File: src/rtl/serial_ftc_adder.sv
// Bit-serial four-operand adder: one 4:2 compressor cell feeding one serial
// full adder. It processes one bit position per clock, LSB first, for W+2 cycles.
module serial_ftc_adder #(
  parameter int W = 8
) (
  input  logic           clk,
  input  logic           reset,
  input  logic           start,
  input  logic [W-1:0]   a,
  input  logic [W-1:0]   b,
  input  logic [W-1:0]   c,
  input  logic [W-1:0]   d,
  output logic           busy,
  output logic           done,
  output logic [W+1:0]   sum
);

  localparam int CW = $clog2(W + 2);
  localparam logic [CW-1:0] LAST = CW'(W + 1);

  typedef enum logic [1:0] {IDLE, RUN, DONE} state_t;

  state_t        st_q, st_d;
  logic [W+1:0]  a_q, a_d, b_q, b_d, c_q, c_d, d_q, d_d;
  logic [W+1:0]  res_q, res_d, sum_q, sum_d;
  logic [CW-1:0] cnt_q, cnt_d;
  logic          cin_q, cin_d, cprev_q, cprev_d, fac_q, fac_d;
  logic          busy_q, busy_d, done_q, done_d;

  logic s1, cout, s, cc, sbit;

  always_comb begin
    // Compressor cell on the current bit slice
    s1   = a_q[0] ^ b_q[0] ^ c_q[0];
    cout = (a_q[0] & b_q[0]) | (a_q[0] & c_q[0]) | (b_q[0] & c_q[0]);
    s    = s1 ^ d_q[0] ^ cin_q;
    cc   = (s1 & d_q[0]) | (s1 & cin_q) | (d_q[0] & cin_q);
    // C and Cout carry weight 2, so they join the next bit position
    sbit = s ^ cprev_q ^ fac_q;

    st_d    = st_q;
    a_d     = a_q;
    b_d     = b_q;
    c_d     = c_q;
    d_d     = d_q;
    res_d   = res_q;
    sum_d   = sum_q;
    cnt_d   = cnt_q;
    cin_d   = cin_q;
    cprev_d = cprev_q;
    fac_d   = fac_q;

    case (st_q)
      RUN: begin
        a_d     = {1'b0, a_q[W+1:1]};
        b_d     = {1'b0, b_q[W+1:1]};
        c_d     = {1'b0, c_q[W+1:1]};
        d_d     = {1'b0, d_q[W+1:1]};
        res_d   = {sbit, res_q[W+1:1]};
        fac_d   = (s & cprev_q) | (s & fac_q) | (cprev_q & fac_q);
        cprev_d = cc;
        cin_d   = cout;
        cnt_d   = cnt_q + 1'b1;
        if (cnt_q == LAST) begin
          sum_d = {sbit, res_q[W+1:1]};
          st_d  = DONE;
        end
      end
      default: begin
        st_d = IDLE;
        if (start) begin
          a_d     = {2'b00, a};
          b_d     = {2'b00, b};
          c_d     = {2'b00, c};
          d_d     = {2'b00, d};
          cin_d   = 1'b0;
          cprev_d = 1'b0;
          fac_d   = 1'b0;
          cnt_d   = '0;
          st_d    = RUN;
        end
      end
    endcase

    busy_d = (st_d == RUN);
    done_d = (st_d == DONE);
  end

  always_ff @(posedge clk) begin
    if (reset) begin
      st_q    <= IDLE;
      a_q     <= '0;
      b_q     <= '0;
      c_q     <= '0;
      d_q     <= '0;
      res_q   <= '0;
      sum_q   <= '0;
      cnt_q   <= '0;
      cin_q   <= 1'b0;
      cprev_q <= 1'b0;
      fac_q   <= 1'b0;
      busy_q  <= 1'b0;
      done_q  <= 1'b0;
    end else begin
      st_q    <= st_d;
      a_q     <= a_d;
      b_q     <= b_d;
      c_q     <= c_d;
      d_q     <= d_d;
      res_q   <= res_d;
      sum_q   <= sum_d;
      cnt_q   <= cnt_d;
      cin_q   <= cin_d;
      cprev_q <= cprev_d;
      fac_q   <= fac_d;
      busy_q  <= busy_d;
      done_q  <= done_d;
    end
  end

  assign busy = busy_q;
  assign done = done_q;
  assign sum  = sum_q;

endmodule

File: config.mk
export PLATFORM = sky130hd
export DESIGN_NAME = serial_ftc_adder
export DESIGN_NICKNAME = d
export VERILOG_FILES = /design/src/rtl/serial_ftc_adder.sv
export SDC_FILE = /design/constraint.sdc
export NUM_CORES = 1
export LEC_CHECK = 0
export CORE_ASPECT_RATIO = 1.25
export CORE_UTILIZATION = 45
export CTS_CLUSTER_DIAMETER = 80
export DETAILED_ROUTE_END_ITERATION = 8
export PLACE_DENSITY = 0.75
export SYNTH_ARGS = -nofsm -noshare
export SYNTH_HDL_FRONTEND = slang
export SYNTH_SLANG_ARGS = --single-unit
File: constraint.sdc
create_clock -name clk -period 2.1 [get_ports clk]
set_clock_uncertainty 0.15 [all_clocks]
set_input_delay 0.315 -clock clk [delete_from_list [all_inputs] [get_ports clk]]
set_output_delay 0.315 -clock clk [all_outputs]
set_load 0.05 [all_outputs]
==> out/results.txt <==
status - finished, violations left
failing checks - negative setup slack
cell taking the most area after synthesis - dfxtp_1
Worst path top cell family by delay - adder cells
vias in the first global route - 1878
CP Capture Type - flip-flop
CP max FO - 2
Num Clock Sinks - 62
Max Freq - 0.427 GHz
Clock Path Buffers - 2
Die Ht - 86.6 um
DRT Wirelength - 4870 um
syn_nets - 295
clock latency at the later pin of the worst-skew pair - 0.33 ns
RSZ-0062 raised after global routing - true
depth of the worst register-to-register path - 7
reg2reg setup slack - -0.24 ns
Buf/Inv on CP - 2
PortBufs - 46
Post-synth EDFFs - 0
Routed Antenna Nets - 0
clk slew on worst S/H paths - 0.07 ns
Seq pwr share - 46.7%
gr usage total - 17.6%
CP Data Required Time - 2.21 ns
Final Critical Period - 2.34 ns
critical path depth - 7
DRT iter0 DRCs - 99
syn_area_per_cell - 10.1 um2
DR pass1 iterations - 4
fillers - 468
Worst Setup EP - res_q[9]
Sw Share - 23.0%
Power per Cell Area - 826 nW/um2
antenna diode count - 0
worst-margin pin slew - 0.502 ns
final core utilization - 60.2%
initial antenna violation count - 0
HPWL after DPL - 3350 um
cell with the largest stage delay on the worst path - fa_1
crit path DAT - 2.45 ns
type of the most critical hold path - input port to flip-flop
Critical Path Source - c_q[0]
Setup-failing EPs final - 3
worst r2r dst - res_q[9]
vias per std cell - 5.24
final period utilization - 112%
Commonest cells post-synth - dfxtp_1 (62), mux2i_1 (32), nor2_1 (28)
I/O pin cnt - 47
synthesized area - 2580 um2
top_reg_cell synth - dfxtp_1
Yosys reg bits - 62
internal power - 2.10 mW
synth unique cells - 27
synth top area cells - dfxtp_1 (48%), mux2i_1 (12%), a211oi_1 (5.5%)
fin. max-slew vios - 0
Rows - 30
core box area - 5480 um2
CTS tree - built
vias - 1932
final hold vios - 0
CTS buffer count - 9
first-pass GRT wire length - 8230 um
wire length per cell - 13.2 um
Critical Path Start Type - flip-flop
Crit Path Category - flip-flop to flip-flop
Slew HR - 66.4%
DIE AREA - 6040 um2
DR DRC count - 0
DIE WIDTH - 69.7 um
pre-CTS worst setup slack - -0.259 ns
H-tree depth - 3
biggest cell delay along the critical path - 0.55 ns
LEAKAGE - 1.30 nW
Root Buffer - clkbuf_8
CP cell instances - fa_1 -> inv_2 -> fa_1 -> inv_1 -> fa_2 -> nand2_1 -> a21oi_1
Logic pwr share - 11.7%
fin worst setup slack - -0.243 ns
Remaining Overflow, GRT - 0
nets@finish - 340
Overall Power - 2.72 mW
setup TNS - -0.483 ns
Switch Pwr - 0.625 mW
Max Cap Viol - 0
largest net degree at the start of global routing - 43
Syn-to-layout area delta - 28.0%
fraction of layout instances using a drive strength above 1 - 14.4%
share of the synthesized area in the top cell type - 48.2%
Max IR drop VDD - 0.513 mV
sequential share of the synthesized area - 48.2%
RR Startpoint - c_q[0]
postcts setup bufs - 0
placed cells - 353
Cells after Synth - 255
Most Frequent Cell on Critical Path - fa_1
GPL Wtd Cong - 0.728
most frequent cell after synthesis - dfxtp_1
initial core utilization - 47.0%
YS warnings - 0
Clk pwr share - 41.6%
fraction of registers with async set/reset - 0%
fin cells - 369
[logic make-up (layout without fill, tap and decap cells)]
| group | after synthesis | in the layout | synth area share, % |
|---|---|---|---|
| flops | 62 | 62 | 48.2 |
| compound gates | 58 | 58 | 17.9 |
| buf+inv | 28 | 78 | 5.68 |
| mux | 33 | 33 | 12.9 |
| simple gates | 69 | 69 | 12.1 |
| fa+ha+maj | 5 | 5 | 3.30 |
[timing repair]
item / in CTS / in global routing
hold buffers: 0 / 0
hold endpoints to repair: 0 / 0
endpoints found under the setup margin: 3 / 3
resized for setup: 1 / 1
pin swaps: 3 / 0
[sequential cells by signal, summed over array words and instances, names as in the netlist]
| name | flops |
|---|---|
| a_q | 8 |
| b_q | 8 |
| busy | 1 |
| c_q | 8 |
| cin_q | 1 |
| cnt_q | 4 |
| cprev_q | 1 |
| d_q | 8 |
| done | 1 |
| fac_q | 1 |
| res_q | 9 |
| st_q | 2 |
| sum | 10 |
[layout make-up]
| class | instances | area (um2) | area share, % |
|---|---|---|---|
| clock inverter | 4 | 70.1 | 2.12 |
| clock buffer | 12 | 145 | 4.40 |
| multi-input combinational | 165 | 1190 | 36.2 |
| inverter | 5 | 18.8 | 0.569 |
| sequential | 62 | 1240 | 37.7 |
| tap | 64 | 80.1 | 2.43 |
| timing repair buffer | 57 | 546 | 16.5 |
[power by group through the flow]
stage               sequential (mW)  clock, mW  combinational [mW]
floorplan                      1.29          0               0.214
global placement               1.29          0               0.312
detailed placement             1.30          0               0.320
CTS                            1.27       1.15               0.321
global route                   1.28       1.22               0.350
finish                         1.27       1.13               0.319
[worst min-delay path by stage]
stage,startpoint,end,slack [ns],cells after the start
2_1_floorplan,res_q[1],res_q[1],0.29,2
3_3_place_gp,res_q[1],res_q[1],0.30,2
3_5_place_dp,res_q[1],res_q[1],0.30,2
4_1_cts,reset,res_q[8],0.12,2
5_1_grt,reset,res_q[4],0.13,2
6_report,reset,res_q[8],0.14,2
[placed cells by master, fill, tap and decap left out, types with 2 or more instances in the layout]
cell type        instances
dfxtp_1                 60
clkdlybuf4s50_1         44
mux2i_1                 32
nor2_1                  28
nand2_1                 20
a211oi_1                19
a21oi_1                 15
a211oi_2                10
a22o_1                  10
clkbuf_8                10
buf_4                   10
nor3_1                   6
inv_1                    4
nand3b_1                 4
nand2b_1                 3
or3_1                    3
o21a_1                   2
nand3_1                  2
fa_1                     2
ha_1                     2
dfxtp_2                  2
clkinv_2                 2
clkbuf_1                 2
bufinv_16                2
buf_2                    2
[layer usage]
metal  global-route usage [%]  part of all wire (%)  up-vias
li1                         -                     -      991
met1                     19.9                    46      895
met2                     29.3                    48       38
met3                     6.51                   4.0        8
met4                     9.27                   1.9        0
met5                        0                     0        -
[stage by stage]
step	hold WS [ns]	instance area, um2
global placement	0.296	3080
detailed placement	0.299	3080
finish	0.139	3300
global route	0.127	3300
CTS	0.121	3300
floorplan	0.286	2580
Power figures use the tool's default switching activity.
